## src/rtl/mul_pkg.sv

```systemverilog
// Shared constants and elaboration helpers for the Booth/Wallace multiplier.
// MUL_TREE_SPLIT_EN adds a register midway through the Wallace tree.
package mul_pkg;

  // Booth select code: bit2 = negate, bit1 = 2A, bit0 = 1A
  typedef enum logic [2:0] {
    ZERO = 3'b000,
    POS1 = 3'b001,
    POS2 = 3'b010,
    NEG1 = 3'b101,
    NEG2 = 3'b110
  } booth_sel_e;

`ifdef MUL_TREE_SPLIT_EN
  localparam int NUM_STAGES = 4;
`else
  localparam int NUM_STAGES = 3;
`endif

  function automatic int npp_of(input int width);
    return (width + 2) / 2;
  endfunction

  function automatic int csa_next(input int rows);
    return 2 * (rows / 3) + rows % 3;
  endfunction

  function automatic int tree_rows(input int rows0, input int lvl);
    int r = rows0;
    for (int i = 0; i < lvl; i++) r = csa_next(r);
    return r;
  endfunction

  function automatic int tree_levels(input int rows0);
    int r = rows0;
    int n = 0;
    while (r > 2) begin
      r = csa_next(r);
      n++;
    end
    return n;
  endfunction

  // First tree level whose row count has dropped to six or fewer
  function automatic int split_level(input int rows0);
    int r = rows0;
    int n = 0;
    while (r > 6) begin
      r = csa_next(r);
      n++;
    end
    return n;
  endfunction

  function automatic booth_sel_e booth_sel(input logic [2:0] trip);
    booth_sel_e s;
    case (trip)
      3'b001, 3'b010: s = POS1;
      3'b011:         s = POS2;
      3'b100:         s = NEG2;
      3'b101, 3'b110: s = NEG1;
      default:        s = ZERO;
    endcase
    return s;
  endfunction

endpackage

```

## src/rtl/csa_row.sv

```systemverilog
// One row of 3:2 carry-save compressors; carry is pre-shifted into its weight.
module csa_row #(
  parameter int W = 8
) (
  input  logic [W-1:0] a,
  input  logic [W-1:0] b,
  input  logic [W-1:0] c,
  output logic [W-1:0] sum,
  output logic [W-1:0] carry
);

  logic [W-1:0] maj;

  assign sum   = a ^ b ^ c;
  assign maj   = (a & b) | (a & c) | (b & c);
  assign carry = maj << 1;

endmodule

```

## src/rtl/booth_wallace_mul_pipe.sv

```systemverilog
// Pipelined radix-4 Booth / Wallace multiplier: S1 recode, S2 tree, S3 final add.
// Define MUL_TREE_SPLIT_EN to register midway through the tree (latency 4).
module booth_wallace_mul_pipe
  import mul_pkg::*;
#(
  parameter int WIDTH = 32,
  parameter int TAG_W = 4
) (
  input  logic               clk,
  input  logic               resetn,
  input  logic               in_valid,
  output logic               in_ready,
  input  logic               in_signed,
  input  logic [WIDTH-1:0]   in_a,
  input  logic [WIDTH-1:0]   in_b,
  input  logic [TAG_W-1:0]   in_tag,
  input  logic               flush,
  output logic               out_valid,
  input  logic               out_ready,
  output logic [2*WIDTH-1:0] out_prod,
  output logic [TAG_W-1:0]   out_tag
);

  localparam int PW     = 2 * WIDTH;
  localparam int NPP    = npp_of(WIDTH);
  localparam int ROWS0  = NPP + 1;
  localparam int LEVELS = tree_levels(ROWS0);
  localparam int SPLIT  = split_level(ROWS0);

  logic stall, adv, accept;
  logic valid1_reg, valid2_reg, out_valid_reg;
  logic [TAG_W-1:0] tag1_reg, tag2_reg, out_tag_reg;
  logic [PW-1:0] out_prod_reg;

  assign stall     = out_valid_reg & ~out_ready;
  assign adv       = ~stall;
  assign in_ready  = adv;
  assign accept    = in_valid & in_ready;
  assign out_valid = out_valid_reg;
  assign out_prod  = out_prod_reg;
  assign out_tag   = out_tag_reg;

  // Operand extension; b gets a zero below bit 0 for the first Booth triplet
  logic [PW-1:0]    a_ext;
  logic [WIDTH+2:0] b_ext;
  logic [PW-1:0]    pp_next [ROWS0];
  logic [PW-1:0]    neg_row;
  logic [NPP-1:0]   neg_bits;

  assign a_ext = in_signed ? {{WIDTH{in_a[WIDTH-1]}}, in_a} : {{WIDTH{1'b0}}, in_a};
  assign b_ext = {{2{in_signed & in_b[WIDTH-1]}}, in_b, 1'b0};

  for (genvar gi = 0; gi < NPP; gi++) begin : g_booth
    logic [2:0]    sel;
    logic [PW-1:0] mag;
    assign sel          = booth_sel(b_ext[2*gi +: 3]);
    assign mag          = sel[1] ? {a_ext[PW-2:0], 1'b0} : (sel[0] ? a_ext : '0);
    assign pp_next[gi]  = (sel[2] ? ~mag : mag) << (2 * gi);
    assign neg_bits[gi] = sel[2];
  end

  // The +1 of every negated row lands at that row's weight in one extra row
  always_comb begin
    neg_row = '0;
    for (int i = 0; i < NPP; i++) neg_row[2*i] = neg_bits[i];
  end
  assign pp_next[NPP] = neg_row;

  logic [PW-1:0] pp_reg [ROWS0];

  always_ff @(posedge clk) begin
    if (adv) begin
      pp_reg   <= pp_next;
      tag1_reg <= in_tag;
    end
  end

  // tree_d holds each level's outputs, tree_q what the next level consumes
  logic [PW-1:0] tree_d [LEVELS+1][ROWS0];
  logic [PW-1:0] tree_q [LEVELS+1][ROWS0];

  for (genvar gi = 0; gi < ROWS0; gi++) begin : g_lvl0
    assign tree_d[0][gi] = pp_reg[gi];
  end

  for (genvar li = 1; li <= LEVELS; li++) begin : g_lvl
    localparam int RIN  = tree_rows(ROWS0, li - 1);
    localparam int ROUT = tree_rows(ROWS0, li);
    localparam int NGRP = RIN / 3;
    for (genvar gi = 0; gi < NGRP; gi++) begin : g_csa
      csa_row #(.W(PW)) u_csa (
        .a     (tree_q[li-1][3*gi]),
        .b     (tree_q[li-1][3*gi+1]),
        .c     (tree_q[li-1][3*gi+2]),
        .sum   (tree_d[li][2*gi]),
        .carry (tree_d[li][2*gi+1])
      );
    end
    for (genvar gi = 0; gi < RIN % 3; gi++) begin : g_pass
      assign tree_d[li][2*NGRP+gi] = tree_q[li-1][3*NGRP+gi];
    end
    for (genvar gi = ROUT; gi < ROWS0; gi++) begin : g_zero
      assign tree_d[li][gi] = '0;
    end
  end

  logic             valid_pre2;
  logic [TAG_W-1:0] tag_pre2;

`ifdef MUL_TREE_SPLIT_EN
  logic [PW-1:0]    split_reg [ROWS0];
  logic [TAG_W-1:0] tag_mid_reg;
  logic             valid_mid_reg;

  always_ff @(posedge clk) begin
    if (adv) begin
      split_reg   <= tree_d[SPLIT];
      tag_mid_reg <= tag1_reg;
    end
  end

  assign valid_pre2 = valid_mid_reg;
  assign tag_pre2   = tag_mid_reg;
`else
  assign valid_pre2 = valid1_reg;
  assign tag_pre2   = tag1_reg;
`endif

  for (genvar li = 0; li <= LEVELS; li++) begin : g_q
    for (genvar gi = 0; gi < ROWS0; gi++) begin : g_row
`ifdef MUL_TREE_SPLIT_EN
      if (li == SPLIT) begin : g_reg
        assign tree_q[li][gi] = split_reg[gi];
      end else begin : g_wire
        assign tree_q[li][gi] = tree_d[li][gi];
      end
`else
      assign tree_q[li][gi] = tree_d[li][gi];
`endif
    end
  end

  logic [PW-1:0] c_reg, s_reg;

  always_ff @(posedge clk) begin
    if (adv) begin
      s_reg    <= tree_q[LEVELS][0];
      c_reg    <= tree_q[LEVELS][1];
      tag2_reg <= tag_pre2;
    end
  end

  // Flush clears every valid even while stalled; an accept in that cycle is lost
  always_ff @(posedge clk or negedge resetn) begin
    if (!resetn) begin
      valid1_reg    <= 1'b0;
`ifdef MUL_TREE_SPLIT_EN
      valid_mid_reg <= 1'b0;
`endif
      valid2_reg    <= 1'b0;
      out_valid_reg <= 1'b0;
      out_prod_reg  <= '0;
      out_tag_reg   <= '0;
    end else begin
      if (flush) begin
        valid1_reg    <= 1'b0;
`ifdef MUL_TREE_SPLIT_EN
        valid_mid_reg <= 1'b0;
`endif
        valid2_reg    <= 1'b0;
        out_valid_reg <= 1'b0;
      end else if (adv) begin
        valid1_reg    <= accept;
`ifdef MUL_TREE_SPLIT_EN
        valid_mid_reg <= valid1_reg;
`endif
        valid2_reg    <= valid_pre2;
        out_valid_reg <= valid2_reg;
      end
      if (adv) begin
        out_prod_reg <= c_reg + s_reg;
        out_tag_reg  <= tag2_reg;
      end
    end
  end

endmodule

```

## config.mk

```make
export PLATFORM = sky130hd
export DESIGN_NAME = booth_wallace_mul_pipe
export DESIGN_NICKNAME = d
export VERILOG_FILES = /design/src/rtl/mul_pkg.sv /design/src/rtl/csa_row.sv /design/src/rtl/booth_wallace_mul_pipe.sv
export SDC_FILE = /design/constraint.sdc
export NUM_CORES = 2
export LEC_CHECK = 0
export ABC_AREA = 1
export CORE_MARGIN = 5
export CORE_UTILIZATION = 25
export DETAILED_ROUTE_END_ITERATION = 8
export REMOVE_ABC_BUFFERS = 1
export SLEW_MARGIN = 40
export SYNTH_ARGS = -nofsm -noshare
export SYNTH_HDL_FRONTEND = slang
export SYNTH_HIERARCHICAL = 1
export SYNTH_SLANG_ARGS = --single-unit
```

## constraint.sdc

```tcl
create_clock -name clk -period 41.1 [get_ports clk]
set_input_delay 8.22 -clock clk [delete_from_list [all_inputs] [get_ports clk]]
set_output_delay 8.22 -clock clk [all_outputs]
set_load 0.05 [all_outputs]
```

==> summary.txt <==
Setup path
  • Crit path max fanout: 73
  • Reg2reg start: pp_reg[1150]
  • Flop2flop setup slack: ~36000 ps
  • Endpoint type of the worst setup path: primary output
  • CP Data Arrival Time: between 10000 and 15000 ps
  • Type of origin of the critical path: input pin
  • R2r worst-path depth: 7
  • CP Data Required Time: around 33000 ps
  • Setup CP Type: in2out
  • RR Endpoint: s_reg[33]

Worst hold path
  • Hold Path Stages: 0
  • End point of the worst hold path: tag2_reg[0]
  • Hold Crit Class: reg2reg
  • Worst hold start: tag1_reg[0]

CTS
  • Clock-pin slew on the worst setup and hold paths: 60 ps
  • Hold-fix buffers, CTS: 0
  • Clk sinks: 800
  • Clock root buffer: clkbuf_16
  • Post-CTS setup buffer count: 0
  • CTS tree: done
  • Number of H-tree levels: 3
  • Post-CTS Resized: 0
  • TritonCTS Buffers: between 90 and 100
  • Bufs on Longest Clock Path: 3
  • Worst-Skew Late Latency: 710 ps

Final layout
  • Largest register FFs: roughly 590
  • Fraction of layout cells with a size suffix above 1: around 5.7%
  • Final #Nets: between 6k and 7k
  • Layout Utilization: between 20 and 30%
  • Synth-to-layout area growth: 15.4%

Global route
  • All-Layer GR Usage: 13.9%
  • Initial antenna violation count: 20
  • Vias in the first global route: around 43k
  • Global-route wire length before repair: ~270000 µm
  • Grt ovf: 0
  • Largest net degree at the start of global routing: ~110

Synth
  • Fraction of registers with async set/reset: 8.88%
  • Yosys warns: 6
  • Syn Inst Count: 5017
  • Number of synthesized flops with an enable pin: 729
  • Synth top area share: between 30% and 40%
  • Seq/Total Area, Yosys: between 30% and 40%
  • Avg Cell Area, Syn: about 12 µm²
  • Main synth FF type: edfxtp_1
  • Synth area leaders: edfxtp_1 36%, fa_1 33%, xor2_1 7.1%
  • Yosys cell types: 36
  • Mapped Area: 61200 µm²
  • Area leader, netlist: edfxtp_1
  • Flops & latches, synth: 800

Run
  • Maxcap violations: 0

STA
  • FMAX: between 50 and 60 MHz
  • Slew Limit Fails: 0
  • Worst hold slack: slightly above 400 ps
  • Final period util: 45.3%
  • Fin Setup TNS: 0 ps
  • Slew margin rel.: 42.4%
  • RSZ-0062 raised after global routing: false
  • Final setup vio count: 0
  • Final hold vios: 0
  • Min Tclk post-route: 18630 ps
  • Final Skew: 38.1 ps
  • Worst-Margin Slew: 864 ps

Routing
  • Via count: roughly 40k
  • Detailed router's first-iteration violation count: 3852
  • Remaining DRCs: 0
  • DRT antenna net count: 0
  • Final WL: 180000 µm
  • Drt wl/cell: a little over 20 µm
  • DR vias/cell: between 4 and 5
  • 1st-pass router iterations: 8

Floorplan
  • Rows: approximately 180
  • Die area: between 200000 and 300000 µm²
  • DIE HEIGHT: between 500 and 600 µm
  • Area of the core: ~240000 µm²
  • Die X: about 500 µm
  • Starting density of the core: approximately a quarter
  • Ports: around 140

Place
  • Global placement routability congestion: about 0.90
  • Placed wire-length estimate: approximately 130000 µm
  • Port Buffers: between 100 and 150

Status
  • Status: completed
-- cell families after synthesis --
| group | after synthesis | share of synthesized area [%] |
|---|---|---|
| other cells | 17 | 0.104 |
| compound gates | 661 | 6.54 |
| buf+inv | 733 | 4.73 |
| flops | 800 | 38.7 |
| xor+xnor | 538 | 7.70 |
| simple gates | 1196 | 7.97 |
| fa+ha+maj | 1072 | 34.3 |
-- per-stage QoR --
| step | cell area (µm²) | std cells | setup slack, ps |
|---|---|---|---|
| 3_3_place_gp | 67300 | 8473 | 22440 |
| 2_1_floorplan | 61200 | 5054 | 7160 |
| 6_report | 70600 | 8652 | 22470 |
| 5_1_grt | 70600 | 8647 | 22400 |
| 4_1_cts | 70500 | 8643 | 22420 |
| 3_5_place_dp | 67500 | 8477 | 22430 |
-- worst max-delay path by stage --
| stage | endpoint | slack (ps) | cells past startpoint | from |
|---|---|---|---|---|
| final | in_ready | 22470 | 5 | out_ready |
| after global routing | in_ready | 22400 | 5 | out_ready |
| after floorplan | in_ready | 7160 | 2 | out_ready |
| after detailed placement | in_ready | 22430 | 4 | out_ready |
| after global placement | in_ready | 22440 | 4 | out_ready |
| after CTS | in_ready | 22420 | 4 | out_ready |
-- layer usage --
layer	GRT usage, %	share of wire (%)	up-vias
li1	-	-	17010
met2	22.8	47	1899
met4	5.22	3.7	12
met5	0	0.046	-
met1	18.0	40	20419
met3	3.24	9.2	368
-- placed cells by master, fill, tap and decap left out, drive strengths merged --
cell	count
fa	1009
ha	63
a22oi	1
bufinv	9
nand2	860
a21boi	1
diode	6
o21bai	5
buf	85
dfrtp	71
nand3b	8
conb	337
o21ai	82
nor3	17
or2	3
nor2	184
nand4	10
a21oi	61
o22ai	480
clkdlybuf4s50	139
o211ai	31
inv	446
clkbuf	114
nand3	112
nor4	1
clkinvlp	2
xnor2	41
edfxtp	729
and2	1
clkinv	45
xor2	497
-- cells in the mapped netlist, drive strengths merged, types with 71 or more instances --
| master | n |
|---|---|
| fa | 1009 |
| nand2 | 860 |
| edfxtp | 729 |
| xor2 | 497 |
| o22ai | 480 |
| inv | 448 |
| nor2 | 184 |
| clkbuf | 157 |
| buf | 126 |
| nand3 | 112 |
| o21ai | 82 |
| dfrtp | 71 |
-- worst max-delay path, cell delays in order --
cell,delay [ps]
clkdlybuf4s50_1,510
nor2_4,100
inv_8,230
buf_16,360
clkdlybuf4s50_1,880
-- final cells by class --
class / count / area [µm²]
Antenna cell: 6 / 15.0
Clock buffer: 114 / 2470
Clock inverter: 52 / 577
Fill cell: 24502 / 173000
Inverter: 450 / 1750
Multi-Input combinational cell: 3804 / 36000
Sequential cell: 800 / 23700
Tap cell: 3202 / 4010
Timing Repair Buffer: 224 / 2140
Power is not shown: default switching activity piles up to over one toggle a cycle in this logic, so the estimate is an artifact.
